### config.mk
export PLATFORM = sky130hd
export DESIGN_NAME = q_loop_sequencer_flat
export DESIGN_NICKNAME = d
export VERILOG_FILES = /design/src/rtl/q_loop_sequencer_if.sv /design/src/rtl/q_loop_sequencer.sv /design/src/flat_wrapper.sv
export SDC_FILE = /design/constraint.sdc
export NUM_CORES = 1
export LEC_CHECK = 0
export BUFFER_PORTS_ARGS = -buffer_cell sky130_fd_sc_hd__buf_4
export CAP_MARGIN = 0
export CORE_UTILIZATION = 40
export DETAILED_ROUTE_END_ITERATION = 8
export GPL_ROUTABILITY_DRIVEN = 1
export PLACE_DENSITY = 0.61
export SETUP_SLACK_MARGIN = 0.05
export SLEW_MARGIN = 5
export SYNTH_ARGS = -nofsm -noshare
export SYNTH_HDL_FRONTEND = slang
export SYNTH_SLANG_ARGS = --single-unit
### constraint.sdc
create_clock -name clk -period 2.3 [get_ports clk]
set_input_delay 0.115 -clock clk [delete_from_list [all_inputs] [get_ports clk]]
set_output_delay 0.115 -clock clk [all_outputs]
set_load 0.01 [all_outputs]
### src/rtl/q_loop_sequencer_if.sv
// q_loop_sequencer_if: run/measurement/step handshake bundle between the
// loop sequencer (master) and its environment (slave).
interface q_loop_sequencer_if #(
  parameter int BUS_WIDTH = 10
);
  logic                 run;
  logic [BUS_WIDTH-1:0] q_desired;
  logic                 ready;
  logic [BUS_WIDTH-1:0] q_measured;
  logic                 start;
  logic                 enable;
  logic                 locked;
  logic                 fault;
  logic                 busy;

  modport master (
    input  run, q_desired, ready, q_measured,
    output start, enable, locked, fault, busy
  );

  modport slave (
    output run, q_desired, ready, q_measured,
    input  start, enable, locked, fault, busy
  );
endinterface

### src/rtl/q_loop_sequencer.sv
// q_loop_sequencer: paces the charge-regulation loop. Requests a measurement,
// waits for ready, grants one bisection step when out of tolerance, settles,
// repeats. Locks after LOCK_COUNT consecutive in-tolerance results; faults on
// a measurement watchdog timeout.
// Optional: define QLOOP_RELOCK_EN to keep measuring while LOCKED and resume
// regulation when the loop drifts out of tolerance.
module q_loop_sequencer #(
  parameter int BUS_WIDTH      = 10,
  parameter int TOL            = 1,
  parameter int LOCK_COUNT     = 4,
  parameter int SETTLE_CYCLES  = 8,
  parameter int TIMEOUT_CYCLES = 1023,
  parameter int CNT_WIDTH      = 10
) (
  input  logic                  clk,
  input  logic                  rst,
  q_loop_sequencer_if.master    bus
);
  localparam int LCW = $clog2(LOCK_COUNT + 1);

  typedef enum logic [2:0] {
    S_IDLE, S_REQ, S_WAIT, S_STEP, S_SETTLE, S_LOCKED, S_FAULT
  } state_t;

  state_t               state_q, state_d;
  logic [CNT_WIDTH-1:0] cnt_q, cnt_d;     // shared settle / watchdog counter
  logic [LCW-1:0]       lcnt_q, lcnt_d;   // consecutive in-tolerance count
  logic                 locked_q, locked_d;
  logic                 run_q;            // run delayed one cycle for IDLE exit

  // Signed error at BUS_WIDTH+1 bits so extreme codes never wrap.
  logic [BUS_WIDTH:0] diff, mag;
  logic               in_tol;

  assign diff   = {1'b0, bus.q_measured} - {1'b0, bus.q_desired};
  assign mag    = diff[BUS_WIDTH] ? (~diff + (BUS_WIDTH+1)'(1)) : diff;
  assign in_tol = (mag <= (BUS_WIDTH+1)'(TOL));

  // State and counter registers; reset aborts any sequence at once.
  always_ff @(posedge clk or posedge rst) begin
    if (rst) begin
      state_q  <= S_IDLE;
      cnt_q    <= '0;
      lcnt_q   <= '0;
      locked_q <= 1'b0;
      run_q    <= 1'b0;
    end else begin
      state_q  <= state_d;
      cnt_q    <= cnt_d;
      lcnt_q   <= lcnt_d;
      locked_q <= locked_d;
      run_q    <= bus.run;
    end
  end

  // Next-state logic; dropping run overrides every state.
  always_comb begin
    state_d  = state_q;
    cnt_d    = cnt_q;
    lcnt_d   = lcnt_q;
    locked_d = locked_q;
    if (!bus.run) begin
      state_d  = S_IDLE;
      cnt_d    = '0;
      lcnt_d   = '0;
      locked_d = 1'b0;
    end else begin
      case (state_q)
        S_IDLE: if (run_q) state_d = S_REQ;
        S_REQ: begin
          cnt_d   = '0;
          state_d = S_WAIT;
        end
        S_WAIT: begin
          cnt_d = cnt_q + CNT_WIDTH'(1);
          // cnt_q == 0 is the first WAIT cycle: ready may be left over from
          // the previous measurement, so it is not trusted yet.
          if (cnt_q != '0 && bus.ready) begin
            cnt_d = '0;
            if (in_tol) begin
              if (locked_q) begin
                state_d = S_LOCKED;
              end else if (lcnt_q == LCW'(LOCK_COUNT - 1)) begin
                lcnt_d   = LCW'(LOCK_COUNT);
                locked_d = 1'b1;
                state_d  = S_LOCKED;
              end else begin
                lcnt_d  = lcnt_q + LCW'(1);
                state_d = S_SETTLE;
              end
            end else begin
              lcnt_d   = '0;
              locked_d = 1'b0;
              state_d  = S_STEP;
            end
          end else if (cnt_q == CNT_WIDTH'(TIMEOUT_CYCLES - 1)) begin
            lcnt_d   = '0;
            locked_d = 1'b0;
            state_d  = S_FAULT;
          end
        end
        S_STEP: begin
          cnt_d   = '0;
          state_d = S_SETTLE;
        end
        S_SETTLE: begin
          if (cnt_q == CNT_WIDTH'(SETTLE_CYCLES - 1)) begin
            cnt_d   = '0;
            state_d = S_REQ;
          end else begin
            cnt_d = cnt_q + CNT_WIDTH'(1);
          end
        end
        S_LOCKED: begin
`ifdef QLOOP_RELOCK_EN
          // Monitoring: re-measure every SETTLE_CYCLES while locked_q holds.
          if (cnt_q == CNT_WIDTH'(SETTLE_CYCLES - 1)) begin
            cnt_d   = '0;
            state_d = S_REQ;
          end else begin
            cnt_d = cnt_q + CNT_WIDTH'(1);
          end
`else
          state_d = S_LOCKED;
`endif
        end
        S_FAULT: state_d = S_FAULT;
        default: state_d = S_IDLE;
      endcase
    end
  end

  // Pulses are gated by run so a pulse due in the cycle run falls is dropped.
  assign bus.start  = (state_q == S_REQ)  && bus.run;
  assign bus.enable = (state_q == S_STEP) && bus.run;
  assign bus.locked = locked_q;
  assign bus.fault  = (state_q == S_FAULT);
  assign bus.busy   = (state_q != S_IDLE);
endmodule

### src/flat_wrapper.sv
// flat-port wrapper written by rule: the top's interface ports become plain ports
module q_loop_sequencer_flat 
#(
  parameter int BUS_WIDTH      = 10,
  parameter int TOL            = 1,
  parameter int LOCK_COUNT     = 4,
  parameter int SETTLE_CYCLES  = 8,
  parameter int TIMEOUT_CYCLES = 1023,
  parameter int CNT_WIDTH      = 10
)
  (clk, rst, bus_run, bus_q_desired, bus_ready, bus_q_measured, bus_start, bus_enable, bus_locked, bus_fault, bus_busy);
  q_loop_sequencer_if #(.BUS_WIDTH(BUS_WIDTH)) bus_i ();
  input  logic clk;
  input  logic rst;
  input wire logic [$bits(bus_i.run)-1:0] bus_run;
  input wire logic [$bits(bus_i.q_desired)-1:0] bus_q_desired;
  input wire logic [$bits(bus_i.ready)-1:0] bus_ready;
  input wire logic [$bits(bus_i.q_measured)-1:0] bus_q_measured;
  output wire logic [$bits(bus_i.start)-1:0] bus_start;
  output wire logic [$bits(bus_i.enable)-1:0] bus_enable;
  output wire logic [$bits(bus_i.locked)-1:0] bus_locked;
  output wire logic [$bits(bus_i.fault)-1:0] bus_fault;
  output wire logic [$bits(bus_i.busy)-1:0] bus_busy;
  assign bus_i.run = bus_run;
  assign bus_i.q_desired = bus_q_desired;
  assign bus_i.ready = bus_ready;
  assign bus_i.q_measured = bus_q_measured;
  assign bus_start = bus_i.start;
  assign bus_enable = bus_i.enable;
  assign bus_locked = bus_i.locked;
  assign bus_fault = bus_i.fault;
  assign bus_busy = bus_i.busy;
  q_loop_sequencer #(.BUS_WIDTH(BUS_WIDTH), .TOL(TOL), .LOCK_COUNT(LOCK_COUNT), .SETTLE_CYCLES(SETTLE_CYCLES), .TIMEOUT_CYCLES(TIMEOUT_CYCLES), .CNT_WIDTH(CNT_WIDTH)) u_core (.clk(clk), .rst(rst), .bus(bus_i));
endmodule
[Word level (Yosys, flattened, before mapping)]
Index checks and enable logic that the tools add are counted.
Word-level totals
  flip-flop bits (word level): 18
  bits in latches: 0
  bits in writable memories: 0
  ROM bits: 0
  input port bits: 24
  word-level logic and storage cells: 65
  memories kept: 0
Cells by class
  $add $sub $neg: 4
  multiply operators: 0
  div/mod/pow operators: 0
  order comparisons: 1
  equality and inequality tests: 16
  shift operators: 0
  mux-type cells: 28
  bitwise gates (word level): 1
  reduce and logical (&&, ||, !) cells: 10
Operators with widths (number)
  2-to-1 mux 3 bit: 14
  2-to-1 mux 10 bit: 3
  one-hot mux 10 bit (3 select lines): 1
  one-hot mux 3 bit (7 select lines): 1
  adder 11 x 1 -> 11 bit (second input constant): 1
  <= comparator 11 x 1 -> 1 bit (second input constant): 1
  2-to-1 mux 11 bit: 1
  inverter 11 bit: 1
  subtractor 10 x 10 -> 11 bit: 1
  adder 10 x 1 -> 10 bit (second input constant): 1
  == test 10 bit (second input constant): 1
  == test 10 x 3 -> 1 bit (second input constant): 1
  nonzero test 10 bit: 1
  == test 3 x 2 -> 1 bit (second input constant): 3
  == test 3 bit (second input constant): 3
  2-to-1 mux 1 bit: 8
  != test 4 x 2 -> 1 bit (second input constant): 2
  != test 3 x 2 -> 1 bit (second input constant): 2
  AND reduction 3 bit: 2
  != test 4 bit (second input constant): 1
  adder 3 x 1 -> 3 bit (second input constant): 1
  == test 3 x 1 -> 1 bit (second input constant): 1
  logical AND 1 bit: 3
  zero test 3 bit: 1
  5 further kinds: 5

[Logic depth before layout (Yosys ltp)]
Gate-level depths: netlist (run 1).
  word-level depth: 9
  gate-level depth with buffers: 14

[Worst setup path before layout (run 1)]
No wires, ideal clock.
  kind: input-to-reg
  start point: input bus_q_measured[0]
  end point: register u_core.lcnt_q[2]
  library setup time: 82 ps
  arrival: 2365 ps
  path slack: -148 ps
  stages: 13
  cell sequence: inv_1 ha_1 inv_1 fa_1 inv_1 ha_1 o21ai_0 nand3_1 o21ai_0 o21ai_1 a2111oi_4 nand2_1 o22ai_1
Between the ends
  cells in the longest elaborated chain, start to end: 9
  elaborated cells on any way between the ends: 11
  those cells by class: add/sub: 2; order compare: 1; eq/ne: 1; mux: 5; bitwise: 1; reduce/logical: 1
Ends and longest elaborated chain
  start, declared: RTL line flat_wrapper.sv:18  | input wire logic [$bits(bus_i.q_measured)-1:0] bus_q_measured;
  subtractor 10 x 10 -> 11 bit (*): RTL line q_loop_sequencer.sv:35  | assign diff = {1'b0, bus.q_measured} - {1'b0, bus.q_desired};
  inverter 11 bit: RTL line q_loop_sequencer.sv:36  | assign mag = diff[BUS_WIDTH] ? (~diff + (BUS_WIDTH+1)'(1)) : diff;
  adder 11 x 1 -> 11 bit: RTL line q_loop_sequencer.sv:36
  2-to-1 mux 11 bit (*): RTL line q_loop_sequencer.sv:36
  <= comparator 11 x 1 -> 1 bit (*): RTL line q_loop_sequencer.sv:37  | assign in_tol = (mag <= (BUS_WIDTH+1)'(TOL));
  2-to-1 mux 3 bit: RTL line q_loop_sequencer.sv:80  | if (in_tol) begin
  2-to-1 mux 3 bit: RTL line q_loop_sequencer.sv:78  | if (cnt_q != '0 && bus.ready) begin
  2-to-1 mux 3 bit: RTL line q_loop_sequencer.sv:68  | case (state_q)
  2-to-1 mux 3 bit: RTL line q_loop_sequencer.sv:62  | if (!bus.run) begin
  end signal, assigned: RTL line q_loop_sequencer.sv:50  | lcnt_q <= lcnt_d;
  end, declared: RTL line q_loop_sequencer.sv:27  | logic [LCW-1:0] lcnt_q, lcnt_d;
Mark *: on every way between the ends. The rest lies on a longest branch, timed or not. The select of a mux whose other input is x is not followed.
A chain may end at the register's enable or synchronous reset.

[Worst setup path after layout (run 1)]
  start point: input bus_q_measured[0]
  end point: register u_core.lcnt_q[0]
Same word-level chain as after synthesis.

==> run_results.csv, run 1 <==
group,metric,value,unit
logic_synthesis,ys.flop_type,"dfrtp_1",
power_and_ir_drop,p_per_area,569,nW/um2
logic_synthesis,synth_area,1830,um2
finish,drive_above_1_share,33.9,%
setup_path,worst_ep_arrival_time,2.46,ns
route,drtPass1Iterations,4,
setup_path,cpPeakStageDelay,0.41,ns
logic_synthesis,synth-xor-area-share,6.24,%
logic_synthesis,async_flop_share,100,%
finish,area_growth,39.3,%
route,routed.top_layer,"met4",
timing,slew_viol_final,0,
die,die_x,69.6,um
route,drc,0,
setup_path,crit_type,"primary input to flip-flop",
die,chipHeight,69.6,um
die,core_area,4380,um2
logic_synthesis,synth_edf_count,0,
global_route,grt_usage,19.0,%
logic_synthesis,synth_mux_area_share,1.17,%
logic_synthesis,synthTopCellsByArea,"dfrtp_1 (25%), ha_1 (11%), nand2_1 (5.6%)",
route,wl_per_cell,12.3,um
cts,cts-htree-levels,1,
timing,relSlewSlack,52.6,%
die,start_util,41.6,%
cts,clockRootBuffer,"clkbuf_8",
logic_synthesis,yosysSeqAreaShare,24.7,%
global_route,grt_overflow,0,
timing,setup_violations,0,
placement,place_hpwl,3210,um
power_and_ir_drop,power_leakage,1.17,nW
route,dr_total_vias,1811,
die,ios,29,
setup_path,endpoint_kind,"flip-flop",
timing,whs,0.0388,ns
cts,cts_tree,"yes",
logic_synthesis,yosys_warnings,0,
cts,cts.sinks,18,
setup_path,critical_path.max_fanout,3,
route,wl_met1,2150,um
global_route,grt_max_degree,19,
logic_synthesis,synthAdderAreaFrac,12.1,%
global_route,antenna_found_initial,0,
route,drt-initial-drc-count,62,
job,maxCapViolCount,0,
logic_synthesis,synthCells,231,
timing,worst_slew_pin_slew,0.710,ns
route,wl_met3,148,um
logic_synthesis,synth-simple-area-share,27.0,%
power_and_ir_drop,p_total,1.45,mW
logic_synthesis,syn_nets,272,
setup_path,worstPathRequired,2.49,ns
placement,io_buffers,28,
die,die_area,4840,um2
logic_synthesis,ys_types,50,
global_route,grt_pass1_wl,7570,um
die,placementRows,24,
logic_synthesis,synth_top_family_by_area,"simple AND/OR/NAND/NOR gates",
timing,fin_skew,0.00477,ns
min_path,min_path_type,"primary input to flip-flop",
logic_synthesis,synth_top_area_share,24.7,%
setup_path,cp-start-kind,"primary input",
setup_path,slowest_stage,"a2111oi_4",
logic_synthesis,avgSynthCellArea,7.90,um2
timing,hold_viol_final,0,
route,drtAntennaViolNets,0,
setup_path,cp_cell_sequence,"buf_8, inv_12, ha_4, inv_2, fa_2, a21oi_2, o211ai_1, xnor2_1, a21boi_2, and3_4, o21ai_4, a2111oi_4, a31oi_1, o21ai_1",
cts,path_clk_slew,0.08,ns
global_route,grt_pass1_vias,1739,
timing,clock.fmax,441,MHz
logic_synthesis,synth_seq_cells,18,
finish,diodes,0,
power_and_ir_drop,vdd_drop_max,0.330,mV
logic_synthesis,synth_top_cell_by_area,"dfrtp_1",
timing,min_period,2.27,ns
cts,insertion_delay,0.26,ns
timing,fin_crit_sh,98.7,%
cts,clockBufferDepth,2,
route,via_per_inst,5.31,
logic_synthesis,synth-compound-area-share,23.7,%
route,wirelength,4190,um
route,met2_length,1830,um
finish,nets,331,
status,status,"finished clean",
cts,numCtsBuffers,3,
placement,place.gp.congestion,0.815,
timing,grt_setup_unrepaired,"yes",
cell type report:
class / count / area (um2)
fill: 401 / 1840
clock buffer: 4 / 55.1
inverter: 20 / 87.6
tap: 52 / 65.1
multi-input combinational: 189 / 1440
timing repair buffer: 58 / 445
sequential: 18 / 450
routing by layer:
| layer | vias to the layer above | global-route usage [%] |
|---|---|---|
| li1 | 943 | - |
| met1 | 828 | 27.0 |
| met2 | 35 | 29.6 |
| met3 | 5 | 2.76 |
| met4 | 0 | 6.35 |
| met5 | - | 0 |
where the power goes:
| group | internal, mW | total (mW) | switching [mW] | leakage [nW] |
|---|---|---|---|---|
| Combinational | 0.368 | 0.784 | 0.416 | 0.892 |
| Clock | 0.153 | 0.273 | 0.120 | 0.0288 |
| Sequential | 0.346 | 0.390 | 0.0439 | 0.246 |
| Total | 0.867 | 1.45 | 0.580 | 1.17 |
synth_stat cells, drive strengths merged, types with 3 or more instances:
master,n
nand2,27
nor2,21
inv,20
o21ai,20
dfrtp,18
ha,16
a21oi,12
nand3,8
and3,7
xnor2,7
nor2b,6
xor2,6
a31oi,5
nand2b,5
nand4,4
nor3,4
or3,4
buf,3
nand3b,3
o211ai,3
worst paths after layout:
check	startpoint	end	slack [ns]	cells after the start
setup reg to reg	u_core.cnt_q[4]	u_core.cnt_q[7]	0.27	8
setup / recovery	bus_q_measured[0]	u_core.lcnt_q[0]	0.03	14
min in group asynchronous	rst	u_core.cnt_q[5]	0.52	3
hold / removal	bus_run	u_core.run_q	0.04	1
max in group asynchronous	rst	u_core.lcnt_q[2]	1.33	3
hold reg to reg	u_core.lcnt_q[1]	u_core.lcnt_q[1]	0.52	2
stage by stage:
| stage | utilization [%] | setup WS (ns) | TNS [ns] | instances | cell area [um2] |
|---|---|---|---|---|---|
| floorplan | - | -0.0524 | -0.162 | 231 | 1890 |
| global placement | 53.2 | -0.321 | -1.98 | 331 | 2330 |
| detailed placement | 53.2 | -0.356 | -2.10 | 331 | 2330 |
| CTS | 57.3 | 0.0502 | 0 | 341 | 2510 |
| global route | 58.0 | -0.106 | -0.545 | 341 | 2540 |
| finish | 58.0 | 0.0310 | 0 | 341 | 2540 |
sequential cells by signal, summed over array words and instances (netlist names):
register and flops:
u_core.bus.locked 1, u_core.run_q 1, u_core.state_q 3, u_core.cnt_q 10
u_core.lcnt_q 3
critical path, delay by kind of cell:
family,cells,cell delay [ns]
AO/OA/AOI/OAI,7,1.25
XOR/XNOR,1,0.19
adder cells (fa/ha/maj),2,0.51
buffers and inverters,3,0.18
AND/OR/NAND/NOR,1,0.20
cell usage in the layout, fill, tap and decap left out, types with 4 or more instances in the layout:
cell type and n:
buf_4 56, nand2_1 26, nor2_1 21, dfrtp_1 18, inv_1 17, o21ai_0 12
ha_1 12, a21oi_1 10, nand3_1 8, nand2b_1 5, nor2b_1 5, xor2_1 5
xnor2_1 5, or3_1 4, nor3_1 4, a31oi_1 4, and3_1 4, nand4_1 4
o21ai_2 4, clkbuf_8 4
cell families (layout without fill, tap and decap cells):
logic type                 count (synthesis)  after routing
AOI/OAI and AO/OA                         61             61
xor gates and xnor gates                  13             13
muxes                                      2              2
buffers and inverters                     24             82
and+or+nand+nor                           96             96
adders and majority gates                 17             17
DFF                                       18             18
repair_timing:
item,CTS,global route
buffers inserted,5,0
resized for setup,16,6
hold endpoints to repair,10,0
pin swaps,16,7
hold buffers,1,0
endpoints found under the setup margin,7,16
No activity file was read; power rests on OpenSTA's default activity.
==> run 2, diff against run 1 <==
--- a/config.mk
+++ b/config.mk
@@ -5,12 +5,12 @@
 export SDC_FILE = /design/constraint.sdc
 export NUM_CORES = 1
 export LEC_CHECK = 0
-export BUFFER_PORTS_ARGS = -buffer_cell sky130_fd_sc_hd__buf_4
 export CAP_MARGIN = 0
 export CORE_UTILIZATION = 40
 export DETAILED_ROUTE_END_ITERATION = 8
+export DONT_BUFFER_PORTS = 1
 export GPL_ROUTABILITY_DRIVEN = 1
-export PLACE_DENSITY = 0.61
+export PLACE_DENSITY = 0.55
 export SETUP_SLACK_MARGIN = 0.05
 export SLEW_MARGIN = 5
 export SYNTH_ARGS = -nofsm -noshare
==> run 2 against run 1 <==
  * Clock power decreased by 3%
  * Core utilization decreased by 7.0 points
  * Largest power group unchanged
  * Critical path depth decreased by 2
  * Critical path type unchanged
  * Global-route usage decreased by 2.8 points
==> run_results.csv, run 2 (synthesis results as in run 1) <==
group,metric,value,unit
status,status,"finished clean",
setup_path,reg2reg_depth,7,
finish,drive_above_1_share,23.1,%
timing,hold_viol_final,0,
setup_path,crit_type,"primary input to flip-flop",
cts,numCtsBuffers,3,
cts,clockRootBuffer,"clkbuf_8",
min_path,hold-path-endpoint,"u_core.state_q[1]",
placement,io_buffers,0,
power_and_ir_drop,power_frac_clock,19.9,%
power_and_ir_drop,p_total,1.33,mW
route,drc,0,
job,maxCapViolCount,0,
placement,place_hpwl,3090,um
power_and_ir_drop,p_per_area,597,nW/um2
setup_path,cpPeakStageDelay,0.39,ns
timing,fin_crit_sh,97.3,%
finish,area_growth,22.3,%
timing,setup_violations,0,
die,placementRows,24,
timing,min_period,2.24,ns
route,via_per_inst,5.45,
timing,relSlewSlack,53.1,%
timing,clock.fmax,447,MHz
timing,slew_viol_final,0,
setup_path,cp_cell_sequence,"inv_12, ha_4, inv_2, fa_2, a31oi_2, xnor2_2, nor3b_4, and3_4, o21ai_4, a2111oi_4, nand2_1, o22ai_1",
timing,whs,0.0439,ns
die,core_area,4380,um2
power_and_ir_drop,seqPwrFrac,29.6,%
die,die_x,69.6,um
power_and_ir_drop,sw_frac_of_total,40.7,%
min_path,whs_path_depth,2,
route,drtAntennaViolNets,0,
cts,cts_tree,"yes",
global_route,grt_usage,16.2,%
cts,clockBufferDepth,2,
power_and_ir_drop,switching_power,0.542,mW
power_and_ir_drop,vdd_drop_max,0.433,mV
setup_path,critical_path.max_fanout,6,
setup_path,worstPathRequired,2.47,ns
global_route,antenna_found_initial,0,
finish,diodes,0,
finish,layout_commonest_cell,"nand2_1",
timing,fin_skew,0.00172,ns
power_and_ir_drop,combPwrFrac,50.5,%
placement,place.gp.congestion,0.781,
die,start_util,41.6,%
finish,largest_register_ffs,10,
cts,path_clk_slew,0.07,ns
setup_path,worst_ep_arrival_time,2.41,ns
cts,insertion_delay,0.26,ns
finish,nets,297,
setup_path,slowest_stage,"a2111oi_4",
die,die_area,4840,um2
route,dr_total_vias,1673,
timing,worst_slew_pin_slew,0.702,ns
power_and_ir_drop,p_int,0.790,mW
power_and_ir_drop,power_leakage,0.990,nW
route,drtPass1Iterations,4,
route,wl_per_cell,12.9,um
global_route,grt_pass1_wl,6530,um
cts,cts-htree-levels,1,
route,drt-initial-drc-count,48,
setup_path,cp-start-kind,"primary input",
setup_path,endpoint_kind,"flip-flop",
min_path,hold_start,"bus_run",
global_route,grt_max_degree,19,
setup_path,timing.rr.end,"u_core.state_q[2]",
setup_path,r2r_start,"u_core.cnt_q[4]",
finish,top_register,"u_core.cnt_q",
min_path,min_path_type,"primary input to flip-flop",
die,chipHeight,69.6,um
finish,final_util,50.9,%
route,wirelength,3960,um
cts,cts.sinks,18,
die,ios,29,
setup_path,r2r_slack,0.26,ns
global_route,grt_pass1_vias,1555,
finish,layout_common_cells,"nand2_1 (27), buf_4 (22), nor2_1 (20), dfrtp_1 (18), inv_1 (17)",
global_route,grt_overflow,0,
timing,grt_setup_unrepaired,"yes",
finish,reg_top3,"u_core.cnt_q (10), u_core.lcnt_q (3), u_core.state_q (3)",
## run 2: final cells by class
cell class                 count  area [um2]
multi-input combinational    189        1390
timing repair buffer          24         185
inverter                      20        87.6
sequential                    18         450
fill                         429        2150
clock buffer                   4        55.1
tap                           52        65.1
## run 2: metal layers
metal  GRT usage, %  vias up  share of wire [%]
met4           4.54        0                1.0
met5              0        -                  0
met1           21.2      765                 47
li1               -      874                  -
met3           1.74        5                2.6
met2           28.3       29                 49
## run 2: metrics by stage
step	cell area (um2)	TNS, ns	setup slack [ns]	cells
finish	2230	0	0.0630	307
detailed placement	2080	-1.41	-0.269	298
global placement	2080	-1.19	-0.211	298
global route	2230	-0.0553	-0.0553	307
CTS	2160	0	0.0563	304
floorplan	1890	-0.162	-0.0524	231
## run 2: what timing repair did
item                                    in CTS  in global routing
gates cloned                                 0                  0
buffers inserted                             0                  3
endpoints found under the setup margin       3                 15
gates resized for setup                      0                 14
endpoints found under the hold margin       19                  0
pin swaps                                    4                 15
hold buffers                                 2                  0
## run 2: critical path, delay by kind of cell
family | cells | cell delay [ns]
AND/OR/NAND/NOR | 3 | 0.73
buffers and inverters | 2 | 0.06
adder cells (fa/ha/maj) | 2 | 0.48
XOR/XNOR | 1 | 0.12
AO/OA/AOI/OAI | 4 | 0.90
## run 2: how the worst max path moves through the flow
stage                     cells past startpoint         startpoint               end  slack, ns
after floorplan                              13  bus_q_measured[0]  u_core.lcnt_q[2]      -0.05
after global placement                       13  bus_q_measured[0]  u_core.lcnt_q[2]      -0.21
after detailed placement                     13  bus_q_measured[0]  u_core.lcnt_q[2]      -0.27
after CTS                                    12  bus_q_measured[0]  u_core.lcnt_q[2]       0.06
after global routing                         12  bus_q_measured[0]  u_core.lcnt_q[2]      -0.06
final                                        12  bus_q_measured[0]  u_core.lcnt_q[2]       0.06
## run 2: power by group through the flow
stage / logic (mW) / registers, mW / clock network (mW)
floorplan: 0.494 / 0.380 / 0
global placement: 0.623 / 0.401 / 0
detailed placement: 0.627 / 0.400 / 0
CTS: 0.635 / 0.393 / 0.271
global route: 0.753 / 0.400 / 0.276
finish: 0.672 / 0.394 / 0.265
==> run 3, diff against run 2 <==
==> constraint.sdc (replaced) <==
create_clock -name clk -period 2.3 [get_ports clk]
set_input_delay 0.345 -clock clk [delete_from_list [all_inputs] [get_ports clk]]
set_output_delay 0.345 -clock clk [all_outputs]
set_load 0.01 [all_outputs]
==> run 3 against run 2 <==
  * The flow now finishes with violations (negative setup slack)
  * Clock power hardly changed
  * Critical path depth rose by 2
  * Final cell count up 2.9%
  * Critical path type unchanged
  * Count of clock-buffer cells in the layout is the same
  * Die area unchanged
  * Via count is 4.9% higher
  * Worst setup slack worse by 0.15 ns
  * Clock skew up 0.0022 ns
  * Core utilization increased by 3.6 points
  * Total power increased by 5.5%
  * Final area rose by 7.1%
==> run_results.csv, run 3 (synthesis results as in run 1) <==
group,metric,value,unit
status,status,"finished, violations left",
status,violations,"negative setup slack",
timing,fin_skew,0.00396,ns
global_route,grt_overflow,0,
global_route,grt_pass1_vias,1674,
finish,final_util,54.5,%
die,core_area,4380,um2
timing,grt_setup_unrepaired,"yes",
timing,whs,0.0762,ns
die,die_x,69.6,um
timing,setup_slack,-0.0898,ns
route,drt-initial-drc-count,59,
route,wl_per_cell,13.2,um
setup_path,cp_cell_sequence,"clkinv_16, ha_4, inv_2, fa_2, inv_2, ha_4, nand3b_1, o21ai_1, nand3_1, o21ai_2, o21ai_2, a2111oi_4, nand2_1, o22ai_1",
setup_path,endpoint_kind,"flip-flop",
finish,layout_commonest_cell,"buf_4",
power_and_ir_drop,p_total,1.41,mW
route,met2_length,2080,um
finish,reg_top3,"u_core.cnt_q (10), u_core.lcnt_q (3), u_core.state_q (3)",
die,chipHeight,69.6,um
route,via_per_inst,5.55,
setup_path,timing.rr.end,"u_core.state_q[2]",
placement,place_hpwl,3250,um
placement,io_buffers,0,
setup_path,critical_path.max_fanout,3,
finish,top_register,"u_core.cnt_q",
finish,diodes,0,
power_and_ir_drop,p_per_area,588,nW/um2
die,ios,29,
setup_path,r2r_slack,0.23,ns
cts,path_clk_slew,0.07,ns
route,drtAntennaViolNets,0,
global_route,grt_usage,17.8,%
finish,layout_common_cells,"buf_4 (32), nand2_1 (27), nor2_1 (21), dfrtp_1 (18), inv_1 (16)",
cts,clockBufferDepth,2,
timing,clock.fmax,418,MHz
power_and_ir_drop,power_leakage,1.05,nW
setup_path,crit_path_end,"u_core.lcnt_q[2]",
finish,area_growth,31.0,%
setup_path,crit_type,"primary input to flip-flop",
timing,setup_violations,6,
setup_path,reg2reg_depth,7,
route,drc,0,
setup_path,cp-start-kind,"primary input",
global_route,antenna_found_initial,0,
timing,relSlewSlack,52.7,%
cts,insertion_delay,0.26,ns
setup_path,r2r_start,"u_core.cnt_q[4]",
cts,cts.sinks,18,
global_route,grt_max_degree,19,
route,wirelength,4180,um
route,dr_total_vias,1755,
route,wl_met3,109,um
setup_path,cpPeakStageDelay,0.44,ns
setup_path,slowest_stage,"fa_2",
cts,cts_tree,"yes",
finish,drive_above_1_share,28.4,%
job,maxCapViolCount,0,
global_route,grt_pass1_wl,7040,um
timing,min_period,2.39,ns
placement,place.gp.congestion,0.783,
power_and_ir_drop,vdd_drop_max,0.448,mV
cts,clockRootBuffer,"clkbuf_8",
timing,slew_viol_final,0,
die,start_util,41.6,%
die,die_area,4840,um2
timing,hold_viol_final,0,
route,drtPass1Iterations,4,
setup_path,worst_ep_arrival_time,2.58,ns
die,placementRows,24,
finish,nets,306,
timing,fin_crit_sh,104,%
min_path,min_path_type,"primary input to asynchronous set/reset pin",
setup_path,worstPathRequired,2.49,ns
route,wl_met1,1900,um
finish,largest_register_ffs,10,
setup_path,cp-startpoint,"bus_q_measured[0]",
route,routed.top_layer,"met4",
cts,cts-htree-levels,1,
cts,numCtsBuffers,3,
timing,worst_slew_pin_slew,0.709,ns
## run 3: changes by cell type in the layout (fill, tap and decap cells not counted), sizes merged
cell         before  now
buf              22   33
dlygate4sd3       2    0
clkinv            0    1
inv              20   19
## run 3: critical path, delay by kind of cell
| family | cells | cell delay [ns] |
|---|---|---|
| and+or+nand+nor | 3 | 0.34 |
| AOI/OAI and AO/OA | 5 | 1.00 |
| buffers and inverters | 3 | 0.17 |
| adders and majority gates | 3 | 0.72 |
## run 3: repair_timing
item / CTS / global route
buffers inserted: 2 / 2
setup endpoints to repair: 7 / 8
pin swaps: 13 / 1
hold buffers: 0 / 0
gates resized for setup: 14 / 9
## run 3: power breakdown
| part | internal (mW) | total (mW) | switching [mW] |
|---|---|---|---|
| Clock | 0.153 | 0.268 | 0.115 |
| Sequential | 0.346 | 0.395 | 0.0484 |
| Combinational | 0.333 | 0.743 | 0.410 |
## run 3: worst min-delay path by stage
stage                     startpoint           endpoint  slack, ns  cells past startpoint
after floorplan                  rst  u_core.bus.locked       0.28                      1
after global placement       bus_run       u_core.run_q       0.38                      0
after detailed placement     bus_run       u_core.run_q       0.38                      0
after CTS                        rst  u_core.state_q[0]        0.1                      1
after global routing         bus_run       u_core.run_q        0.1                      0
final                            rst  u_core.state_q[0]       0.08                      1
## run 3: area by class of cell
| type | count | area, um2 |
|---|---|---|
| Clock buffer | 4 | 55.1 |
| Fill cell | 387 | 1990 |
| Inverter | 20 | 101 |
| Multi-Input combinational cell | 189 | 1470 |
| Sequential cell | 18 | 450 |
| Tap cell | 52 | 65.1 |
| Timing Repair Buffer | 33 | 251 |
## run 3: per-layer routing
| layer | up-vias | global-route usage (%) |
|---|---|---|
| li1 | 897 | - |
| met1 | 816 | 22.3 |
| met2 | 32 | 31.2 |
| met3 | 10 | 1.89 |
| met4 | 0 | 7.03 |
| met5 | - | 0 |
## run 3: stage by stage
step | setup TNS (ns) | cells | setup slack (ns) | cell area (um2)
after floorplan | -1.45 | 231 | -0.282 | 1920
after global placement | -2.90 | 308 | -0.467 | 2180
after detailed placement | -2.87 | 308 | -0.445 | 2180
after CTS | -0.332 | 314 | -0.0838 | 2330
after global routing | -1.23 | 316 | -0.213 | 2390
final | -0.351 | 316 | -0.0898 | 2390
